File: config.mk
export PLATFORM = sky130hd
export DESIGN_NAME = alu_exec_sequencer_flat
export DESIGN_NICKNAME = d
export VERILOG_FILES = /design/src/rtl/alu_exec_sequencer_pkg.sv /design/src/rtl/alu_exec_sequencer_if.sv /design/src/rtl/alu_exec_sequencer_muldiv_iter.sv /design/src/rtl/alu_exec_sequencer.sv /design/src/flat_wrapper.sv
export SDC_FILE = /design/constraint.sdc
export NUM_CORES = 1
export LEC_CHECK = 0
export ABC_AREA = 1
export BUFFER_PORTS_ARGS = -buffer_cell sky130_fd_sc_hd__buf_4
export CORE_MARGIN = 2
export CORE_UTILIZATION = 45
export DETAILED_ROUTE_END_ITERATION = 10
export GPL_TIMING_DRIVEN = 0
export PLACE_DENSITY = 0.73
export SKIP_LAST_GASP = 1
export SLEW_MARGIN = 25
export SYNTH_ARGS = -nofsm -noshare
export SYNTH_HDL_FRONTEND = slang
export SYNTH_SLANG_ARGS = --single-unit
File: constraint.sdc
create_clock -name Clk -period 2.9 [get_ports Clk]
set_input_delay 0.58 -clock Clk [delete_from_list [all_inputs] [get_ports Clk]]
set_output_delay 0.58 -clock Clk [all_outputs]
set_load 0.02 [all_outputs]
File: src/rtl/alu_exec_sequencer_pkg.sv
// Shared ALU_Control op codes, controller state encoding and op classification helper.
// The ALU control decoder imports the same package so both sides agree on the codes.
package alu_pkg;

  localparam logic [3:0] ALU_DIV     = 4'b0000;
  localparam logic [3:0] ALU_MULT    = 4'b0001;
  localparam logic [3:0] ALU_SUB     = 4'b0010;
  localparam logic [3:0] ALU_ADD     = 4'b0011;
  localparam logic [3:0] ALU_OR      = 4'b0100;
  localparam logic [3:0] ALU_AND     = 4'b0101;
  localparam logic [3:0] ALU_LT      = 4'b0110;
  localparam logic [3:0] ALU_LET     = 4'b0111;
  localparam logic [3:0] ALU_GT      = 4'b1000;
  localparam logic [3:0] ALU_GET     = 4'b1001;
  localparam logic [3:0] ALU_COMP    = 4'b1010;
  localparam logic [3:0] ALU_NEQ     = 4'b1011;
  localparam logic [3:0] ALU_INVALID = 4'b1111;

  typedef enum logic [2:0] {
    ST_IDLE,
    ST_EXEC,
    ST_MUL_RUN,
    ST_DIV_RUN,
    ST_FINISH
  } alu_state_e;

  // Divide by zero takes the single-cycle path so it can report immediately.
  function automatic logic needs_iter(input logic [3:0] code, input logic divisorZero);
    return (code == ALU_MULT) || ((code == ALU_DIV) && !divisorZero);
  endfunction

endpackage

File: src/rtl/alu_exec_sequencer_if.sv
// Request/response bundle between the pipeline and the execute-stage sequencer.
// The pipeline side is the master; the sequencer is the slave.
interface alu_exec_sequencer_if #(
  parameter int WIDTH = 32
);

  logic             Start;
  logic [3:0]       ALU_Control;
  logic [WIDTH-1:0] A;
  logic [WIDTH-1:0] B;
  logic             Flush;
  logic             Busy;
  logic             Done;
  logic [WIDTH-1:0] Result;
  logic [WIDTH-1:0] Result_Hi;
  logic             Zero;
  logic             Illegal;
  logic             Div_By_Zero;

  modport master (
    output Start, ALU_Control, A, B, Flush,
    input  Busy, Done, Result, Result_Hi, Zero, Illegal, Div_By_Zero
  );

  modport slave (
    input  Start, ALU_Control, A, B, Flush,
    output Busy, Done, Result, Result_Hi, Zero, Illegal, Div_By_Zero
  );

endinterface

File: src/rtl/alu_exec_sequencer_muldiv_iter.sv
// Shared iterative datapath: unsigned shift-add multiply and restoring divide,
// one bit per Step over WIDTH steps, results left in {Hi, Lo}.
module muldiv_iter #(
  parameter int WIDTH = 32
) (
  input  logic             Clk,
  input  logic             Rst_n,
  input  logic             Load,
  input  logic             Mode,
  input  logic [WIDTH-1:0] A,
  input  logic [WIDTH-1:0] B,
  input  logic             Step,
  output logic             Last,
  output logic [WIDTH-1:0] Hi,
  output logic [WIDTH-1:0] Lo
);

  localparam int CW = $clog2(WIDTH) + 1;

  logic [WIDTH-1:0] hi_q, hi_d;
  logic [WIDTH-1:0] lo_q, lo_d;
  logic [WIDTH-1:0] opnd_q;
  logic             mode_q;
  logic [CW-1:0]    cnt_q;

  logic [WIDTH:0]   mulSum;
  logic [WIDTH:0]   divShift;
  logic             divFits;

  // Multiply keeps the multiplier in Lo and shifts product bits in from the top;
  // divide shifts dividend bits out of Lo into the partial remainder in Hi.
  always_comb begin
    hi_d     = hi_q;
    lo_d     = lo_q;
    mulSum   = {1'b0, hi_q} + (lo_q[0] ? {1'b0, opnd_q} : '0);
    divShift = {hi_q, lo_q[WIDTH-1]};
    divFits  = (divShift >= {1'b0, opnd_q});
    if (mode_q) begin
      hi_d = divFits ? (divShift[WIDTH-1:0] - opnd_q) : divShift[WIDTH-1:0];
      lo_d = {lo_q[WIDTH-2:0], divFits};
    end else begin
      hi_d = mulSum[WIDTH:1];
      lo_d = {mulSum[0], lo_q[WIDTH-1:1]};
    end
  end

  always_ff @(posedge Clk or negedge Rst_n) begin
    if (!Rst_n) begin
      hi_q   <= '0;
      lo_q   <= '0;
      opnd_q <= '0;
      mode_q <= 1'b0;
      cnt_q  <= '0;
    end else if (Load) begin
      hi_q   <= '0;
      lo_q   <= Mode ? A : B;
      opnd_q <= Mode ? B : A;
      mode_q <= Mode;
      cnt_q  <= CW'(WIDTH - 1);
    end else if (Step) begin
      hi_q <= hi_d;
      lo_q <= lo_d;
      if (cnt_q != '0) begin
        cnt_q <= cnt_q - CW'(1);
      end
    end
  end

  assign Last = (cnt_q == '0);
  assign Hi   = hi_q;
  assign Lo   = lo_q;

endmodule

File: src/rtl/alu_exec_sequencer.sv
// Execute-stage controller: one ALU op per accepted Start, single-cycle ops done here,
// Mult/Div handed to muldiv_iter. Busy stalls the pipeline while an iterative op runs.
module alu_exec_sequencer
  import alu_pkg::*;
#(
  parameter int WIDTH      = 32,
  parameter bit SIGNED_CMP = 1'b1
) (
  input  logic                Clk,
  input  logic                Rst_n,
  alu_exec_sequencer_if.slave bus
);

  alu_state_e       state_q, state_d;
  logic [WIDTH-1:0] result_q, result_d;
  logic [WIDTH-1:0] resultHi_q, resultHi_d;
  logic             illegal_q, illegal_d;
  logic             dbz_q, dbz_d;

  logic [WIDTH-1:0] execRes, execHi;
  logic             execIll, execDbz;
  logic             isEq, isLt;
  logic             iterOp, accept;
  logic             mdLoad, mdStep, mdLast;
  logic [WIDTH-1:0] mdHi, mdLo;
  logic [WIDTH-1:0] resultOut;

  // Single-cycle results straight from the request operands, registered on accept.
  always_comb begin
    execRes = '0;
    execHi  = '0;
    execIll = 1'b0;
    execDbz = 1'b0;
    isEq    = (bus.A == bus.B);
    if (SIGNED_CMP) begin
      isLt = ($signed(bus.A) < $signed(bus.B));
    end else begin
      isLt = (bus.A < bus.B);
    end
    case (bus.ALU_Control)
      ALU_DIV: begin
        if (bus.B == '0) begin
          execRes = '1;
          execHi  = bus.A;
          execDbz = 1'b1;
        end
      end
      ALU_MULT:    execRes = '0;
      ALU_SUB:     execRes = bus.A - bus.B;
      ALU_ADD:     execRes = bus.A + bus.B;
      ALU_OR:      execRes = bus.A | bus.B;
      ALU_AND:     execRes = bus.A & bus.B;
      ALU_LT:      execRes = WIDTH'(isLt);
      ALU_LET:     execRes = WIDTH'(isLt | isEq);
      ALU_GT:      execRes = WIDTH'(!isLt && !isEq);
      ALU_GET:     execRes = WIDTH'(!isLt);
      ALU_COMP:    execRes = WIDTH'(isEq);
      ALU_NEQ:     execRes = WIDTH'(!isEq);
      ALU_INVALID: execIll = 1'b1;
      default:     execIll = 1'b1;
    endcase
  end

  assign iterOp = needs_iter(bus.ALU_Control, bus.B == '0);

  // IDLE, EXEC and FINISH all accept a new request, giving back-to-back issue
  // in the Done cycle; FINISH also commits the iterative result to the hold registers.
  always_comb begin
    state_d    = state_q;
    result_d   = result_q;
    resultHi_d = resultHi_q;
    illegal_d  = illegal_q;
    dbz_d      = dbz_q;
    accept     = 1'b0;
    case (state_q)
      ST_MUL_RUN, ST_DIV_RUN: begin
        if (bus.Flush) begin
          state_d = ST_IDLE;
        end else if (mdLast) begin
          state_d = ST_FINISH;
        end
      end
      default: begin
        if (state_q == ST_FINISH) begin
          result_d   = mdLo;
          resultHi_d = mdHi;
        end
        state_d = ST_IDLE;
        if (bus.Start && !bus.Flush) begin
          accept    = 1'b1;
          illegal_d = execIll;
          dbz_d     = execDbz;
          if (iterOp) begin
            state_d = (bus.ALU_Control == ALU_MULT) ? ST_MUL_RUN : ST_DIV_RUN;
          end else begin
            state_d    = ST_EXEC;
            result_d   = execRes;
            resultHi_d = execHi;
          end
        end
      end
    endcase
  end

  always_ff @(posedge Clk or negedge Rst_n) begin
    if (!Rst_n) begin
      state_q    <= ST_IDLE;
      result_q   <= '0;
      resultHi_q <= '0;
      illegal_q  <= 1'b0;
      dbz_q      <= 1'b0;
    end else begin
      state_q    <= state_d;
      result_q   <= result_d;
      resultHi_q <= resultHi_d;
      illegal_q  <= illegal_d;
      dbz_q      <= dbz_d;
    end
  end

  assign mdLoad = accept && iterOp;
  assign mdStep = ((state_q == ST_MUL_RUN) || (state_q == ST_DIV_RUN)) && !bus.Flush;

  muldiv_iter #(
    .WIDTH(WIDTH)
  ) u_muldiv (
    .Clk   (Clk),
    .Rst_n (Rst_n),
    .Load  (mdLoad),
    .Mode  (bus.ALU_Control == ALU_DIV),
    .A     (bus.A),
    .B     (bus.B),
    .Step  (mdStep),
    .Last  (mdLast),
    .Hi    (mdHi),
    .Lo    (mdLo)
  );

  // During FINISH the datapath is shown directly; the hold registers catch it on the same edge.
  assign resultOut       = (state_q == ST_FINISH) ? mdLo : result_q;
  assign bus.Result      = resultOut;
  assign bus.Result_Hi   = (state_q == ST_FINISH) ? mdHi : resultHi_q;
  assign bus.Zero        = (resultOut == '0);
  assign bus.Busy        = (state_q == ST_MUL_RUN) || (state_q == ST_DIV_RUN);
  assign bus.Done        = (state_q == ST_EXEC) || (state_q == ST_FINISH);
  assign bus.Illegal     = (state_q == ST_EXEC) && illegal_q;
  assign bus.Div_By_Zero = (state_q == ST_EXEC) && dbz_q;

endmodule

File: src/flat_wrapper.sv
// flat-port wrapper written by rule: the top's interface ports become plain ports
module alu_exec_sequencer_flat import alu_pkg::*;
#(
  parameter int WIDTH      = 32,
  parameter bit SIGNED_CMP = 1'b1
)
  (Clk, Rst_n, bus_Start, bus_ALU_Control, bus_A, bus_B, bus_Flush, bus_Busy, bus_Done, bus_Result, bus_Result_Hi, bus_Zero, bus_Illegal, bus_Div_By_Zero);
  alu_exec_sequencer_if #(.WIDTH(WIDTH)) bus_i ();
  input  logic Clk;
  input  logic Rst_n;
  input wire logic [$bits(bus_i.Start)-1:0] bus_Start;
  input wire logic [$bits(bus_i.ALU_Control)-1:0] bus_ALU_Control;
  input wire logic [$bits(bus_i.A)-1:0] bus_A;
  input wire logic [$bits(bus_i.B)-1:0] bus_B;
  input wire logic [$bits(bus_i.Flush)-1:0] bus_Flush;
  output wire logic [$bits(bus_i.Busy)-1:0] bus_Busy;
  output wire logic [$bits(bus_i.Done)-1:0] bus_Done;
  output wire logic [$bits(bus_i.Result)-1:0] bus_Result;
  output wire logic [$bits(bus_i.Result_Hi)-1:0] bus_Result_Hi;
  output wire logic [$bits(bus_i.Zero)-1:0] bus_Zero;
  output wire logic [$bits(bus_i.Illegal)-1:0] bus_Illegal;
  output wire logic [$bits(bus_i.Div_By_Zero)-1:0] bus_Div_By_Zero;
  assign bus_i.Start = bus_Start;
  assign bus_i.ALU_Control = bus_ALU_Control;
  assign bus_i.A = bus_A;
  assign bus_i.B = bus_B;
  assign bus_i.Flush = bus_Flush;
  assign bus_Busy = bus_i.Busy;
  assign bus_Done = bus_i.Done;
  assign bus_Result = bus_i.Result;
  assign bus_Result_Hi = bus_i.Result_Hi;
  assign bus_Zero = bus_i.Zero;
  assign bus_Illegal = bus_i.Illegal;
  assign bus_Div_By_Zero = bus_i.Div_By_Zero;
  alu_exec_sequencer #(.WIDTH(WIDTH), .SIGNED_CMP(SIGNED_CMP)) u_core (.Clk(Clk), .Rst_n(Rst_n), .bus(bus_i));
endmodule
### After elaboration in Yosys (flattened, before gate mapping)

Index checks and enable logic that the tools add are counted.

* $add $sub $neg: 5
* magnitude comparators: 2
* equality and inequality tests: 17
* muxes and demuxes: 34
* bitwise logic cells: 4
* reductions and logical operators: 25

Operators with widths (number)
* 32-bit 2-to-1 mux: 19
* 32-bit one-hot mux with 11 select lines: 1
* 32-bit logical NOT: 2
* 32-bit subtractor: 2
* 32-bit by 33-bit adder with 33-bit output: 1
* 33-bit by 32-bit >= comparator with 1-bit output: 1
* 32-bit adder: 1
* 32-bit AND: 1
* 32-bit equality test: 1
* 32-bit < comparator: 1
* 32-bit OR: 1
* 6-bit 2-to-1 mux: 3
* 4-bit by 3-bit equality test with 1-bit output, second input constant: 4
* 4-bit equality test, second input constant: 4
* 3-bit 2-to-1 mux: 5
* 12-bit OR reduction: 1
* 4-bit by 2-bit equality test with 1-bit output, second input constant: 2
* 1-bit logical AND: 7
* 3-bit by 2-bit equality test with 1-bit output, second input constant: 2
* 6-bit logical NOT: 1
* 1-bit 2-to-1 mux: 6
* 6-bit nonzero test: 1
* 6-bit by 1-bit subtractor with 6-bit output, second input constant: 1
* 4-bit by 1-bit equality test with 1-bit output, second input constant: 1
* 11 further kinds: 18

* register bits: 172
* bits of input ports: 72
* logic and storage cells: 97

### Logic depth before layout (Yosys ltp)

* depth after elaboration: 7
* mapped depth: 22

### Cells and area by module

A second synthesis with hierarchy kept.

* cell total of the unflattened synthesis: 3493
* area, all modules: 20508.4 sq um

By module, submodules not included
* muldiv_iter: instances 1, cells each 1764, area each 10498.8 sq um, sequential area each 2577.5 sq um
* alu_exec_sequencer: instances 1, cells each 1729, area each 10009.6 sq um, sequential area each 1726.7 sq um

### Worst setup path after synthesis

OpenSTA, ideal clock, no wires.

* path kind: reg-to-output
* start: register u_core.state_q[1]
* end: output port bus_Zero
* arrival time: 1.965 ns
* setup slack: 0.355 ns
* cell stages (with the launch flop): 10
* cells stage by stage: dfrtp_1 inv_1 nand3_1 clkbuf_1 buf_2 nand2_1 o21ai_0 nor4_1 nand4_1 nor2_1

* cells in the longest elaborated chain, start to end: 3

Ends and longest elaborated chain
* start, declared: RTL line alu_exec_sequencer.sv:14 `alu_state_e state_q, state_d;`
* start signal, assigned: RTL line alu_exec_sequencer.sv:113 `state_q <= state_d;`
* 3-bit equality test: RTL line alu_exec_sequencer.sv:140 `assign resultOut = (state_q == ST_FINISH) ? mdLo : result_q;`
* 32-bit 2-to-1 mux: RTL line alu_exec_sequencer.sv:140
* via bus_Result[17]: RTL line flat_wrapper.sv:18 `output wire logic [$bits(bus_i.Result)-1:0] bus_Result;`
* 32-bit logical NOT: RTL line alu_exec_sequencer.sv:143 `assign bus.Zero = (resultOut == '0);`
* end, declared: RTL line flat_wrapper.sv:20 `output wire logic [$bits(bus_i.Zero)-1:0] bus_Zero;`

The timed path passes the listed nets, and every way through them passes these cells.

### Worst setup path in the final report

* start: register u_core.state_q[1]
* end: output port bus_Zero

* cells in the longest elaborated chain, start to end: 3

Ends and longest elaborated chain (RTL line)
* 3-bit equality test: alu_exec_sequencer.sv:140
* 32-bit 2-to-1 mux: alu_exec_sequencer.sv:140
* 32-bit logical NOT: alu_exec_sequencer.sv:143

Every way passes these cells.

==> results.txt <==
Die Y: 214 um
Vias/cell: 5.78
detailed-route DRC error count: 0
critical path start-end classification: register to output port
slew margin rel.: 0.239
worst slew pin tran: 1.14 ns
drt total wl: 85500 um
Post-Syn Nets: 3473
hold depth: 3
Setup TNS Final: -6.95 ns
syn_area_per_cell: 6.15 um^2
CTS clk-pin slew, worst paths: 0.07 ns
worst r2r path cells: 7
vias in the first global route: 22200
TritonCTS clock tree: yes
status: complete, but fails checks
GRT Total Usage: 0.366
setup violators final: 53
Detailed Route Iter0 Violations: 2636
ANT nets after route: 0
Nets: 3647
share of post-route cells with drive strength above 1: 0.104
Min Clock Period, post-route: 3.32 ns
failing checks: setup timing
Setup WS post-layout: -0.418 ns
final hold slack: 0.404 ns
largest net degree at the start of global routing: 76
number of antenna violations at the first check in global routing: 0
Overflow after GRT: 0
GPL Wtd Cong: 1.06
Longest Clk Path Bufs: 2
Min-Delay Startpoint: bus_B[23]
CP top delay family: simple AND/OR/NAND/NOR gates
YS warnings: 0
IO Pins: 141
TritonCTS Buffers: 17
Max Slew Vio Count: 0
Area Overhead vs Synth: 14.8%
Min-Delay Endpoint: u_core.u_muldiv.Lo[23]$_DFFE_PN0P_
clk_lat worst skew: 0.46 ns
CP Launch Point: u_core.state_q[1]$_DFFE_PN0P_
die area: 0.0458 mm^2
routed via count: 23100
Die Width: 214 um
dpl hpwl: 69800 um
Mapped Cells: 3231
CP endpoint kind: output port
max incr delay on CP: 0.41 ns
post-synth cell types: 58
sequential fraction of the synthesis area: 0.217
global-route wire length before repair: 129000 um
maxcap violations: 0
Pwr Total: 16.4 mW
Hold Fails Final Rpt: 0
initial core utilization: 0.458
row cnt: 76
final-layout fill cell count: 4594
Slowest-stage cell, CP: nor4_4
worst path cell trace: inv_2 -> nand3_4 -> clkbuf_16 -> buf_12 -> o21ai_4 -> inv_2 -> nor4_4 -> nand4_1 -> nor2_1 -> buf_4
Critical R2R Launch: u_core.state_q[2]$_DFFE_PN0P_
TritonRoute pass-1 iters: 8
RSZ-0062 raised after global routing: yes
CP required: 2.32 ns
fin crit share: 1.14
post-synthesis cell area: 0.0199 mm^2
Worst IR Drop VDD: 0.556 mV
Critical Path AT: 2.74 ns
root buffer cell: clkbuf_16
Leak Pwr: 11.7 nW
H-tree depth: 4
Routed WL per cell: 21.4 um
Final Skew: 0.0104 ns
worst flop-to-flop path endpoint: u_core.u_muldiv.Lo[31]$_DFFE_PN0P_
#FFs+latches synth: 172
critical-path maximum fanout: 8
most used cell, CP: inv_2
min-delay worst type: primary input to register
r2r setup slk: -0.36 ns
Diodes inserted: 0
clk sinks: 172
Buf+Inv Stages, Crit Path: 5
input/output buffers: 139
CP startpoint kind: register
fmax: 301 MHz
Core Area: 0.0434 mm^2
PD cells: 721 mW/mm^2
## logic make-up after synthesis
group	Yosys count	share of synthesized area
AOI/OAI and AO/OA	825	0.242
xor gates and xnor gates	34	0.0150
adders and majority gates	170	0.109
buffers and inverters	660	0.130
DFF	172	0.217
muxes	2	0.00101
and+or+nand+nor	1368	0.287
## Yosys cell counts, drive strengths merged
library cell | instances | area share
xnor2 | 12 | 0.0053
and3b | 1 | 0.00044
nand2 | 794 | 0.15
clkbuf | 72 | 0.014
o211ai | 74 | 0.030
clkinv | 4 | 0.00088
a311oi | 1 | 0.00044
buf | 53 | 0.015
nor4 | 10 | 0.0031
o21bai | 19 | 0.0076
o31ai | 14 | 0.0053
o221ai | 28 | 0.015
o311ai | 1 | 0.00044
xor2 | 22 | 0.0097
nor3 | 35 | 0.0091
a21oi | 242 | 0.062
mux2i | 2 | 0.0010
a21o | 19 | 0.0072
inv | 531 | 0.10
a211oi | 1 | 0.00038
a31o | 1 | 0.00044
o21a | 12 | 0.0045
and2 | 2 | 0.00063
nand2b | 2 | 0.00063
nand3 | 214 | 0.054
nor3b | 1 | 0.00038
nand4 | 30 | 0.0094
o21ai | 362 | 0.091
o22ai | 33 | 0.010
dfrtp | 172 | 0.22
nand3b | 12 | 0.0045
or2 | 7 | 0.0022
fa | 4 | 0.0040
a31oi | 8 | 0.0025
nor2 | 260 | 0.050
a21boi | 6 | 0.0023
o2111ai | 4 | 0.0018
ha | 166 | 0.10
## worst max path at each step
| stage | slack [ns] | to | cells past startpoint |
|---|---|---|---|
| after floorplan | 0.35 | bus_Zero | 9 |
| after global placement | -0.85 | u_core.u_muldiv.Hi[26]$_DFFE_PN0P_ | 18 |
| after detailed placement | -0.86 | u_core.u_muldiv.Hi[26]$_DFFE_PN0P_ | 18 |
| after CTS | -0.28 | bus_Zero | 10 |
| after global routing | -0.44 | bus_Zero | 10 |
| final | -0.42 | bus_Zero | 10 |
## through the flow
step	cell area, um^2	cells	worst slack [ns]	util
floorplan	19900	3231	0.355	-
global placement	21600	3955	-0.848	0.499
detailed placement	21700	3957	-0.862	0.500
CTS	22700	3998	-0.284	0.522
global route	22800	4002	-0.438	0.526
finish	22800	4002	-0.418	0.526
## power by group
part | leakage [nW] | switching, mW | internal, mW | total, mW
registers | 2.13 | 0.851 | 3.15 | 4.00
logic | 9.24 | 6.58 | 3.30 | 9.88
clock network | 0.311 | 1.04 | 1.53 | 2.57
## registers in the layout (all words and copies together) (netlist names)
name	flops
u_core.u_muldiv.Hi	32
u_core.illegal_q	1
u_core.state_q	3
u_core.u_muldiv.mode_q	1
u_core.resultHi_q	32
u_core.u_muldiv.Lo	32
u_core.result_q	32
u_core.dbz_q	1
u_core.u_muldiv.cnt_q	6
u_core.u_muldiv.opnd_q	32
## worst min-delay path, delay by kind of cell
kind            cells  cell delay, ns
buf+inv             1            0.12
compound gates      1            0.07
simple gates        1            0.05
## metal layers
metal / up-vias / track usage / routed length, um
li1: 11000 / - / -
met1: 10600 / 0.450 / 33000
met2: 1235 / 0.606 / 39300
met3: 293 / 0.0407 / 6780
met4: 0 / 0.243 / 6330
met5: - / 0 / 0
## cells in the final DEF (no fill, tap or decap), types with 13 or more instances in the layout
cell type,instances
buf_4,161
nand4_1,30
o21bai_1,13
clkbuf_1,59
o22ai_1,33
nor3_1,32
a21o_1,19
o221ai_1,18
inv_2,18
a21oi_1,236
o21ai_0,307
dfrtp_1,171
o21ai_1,44
nand3_1,209
buf_2,25
xor2_1,22
inv_1,512
nor2_1,247
o211ai_1,67
o31ai_1,14
nand2_1,781
ha_1,166
clkbuf_16,18
## cell type report
class,count,area (um^2),area share
multi-input cells,2399,13200,0.579
flip-flops and latches,172,4310,0.189
inverters,535,2020,0.0885
repair buffers,155,1230,0.0541
well taps,585,732,0.0321
plain buffers,124,673,0.0295
clock buffers,21,480,0.0211
clock inverters,10,163,0.00713
repair inverters,1,5.00,0.000219
## repair_timing
item                       CTS  global route
pin swaps                    5             7
buffers inserted             9             3
setup endpoints to repair  117            81
hold endpoints to repair    19             0
cloned                       1             1
hold buffers                 1             0
gates resized for setup     74            58
No activity file was read; power rests on OpenSTA's default activity.
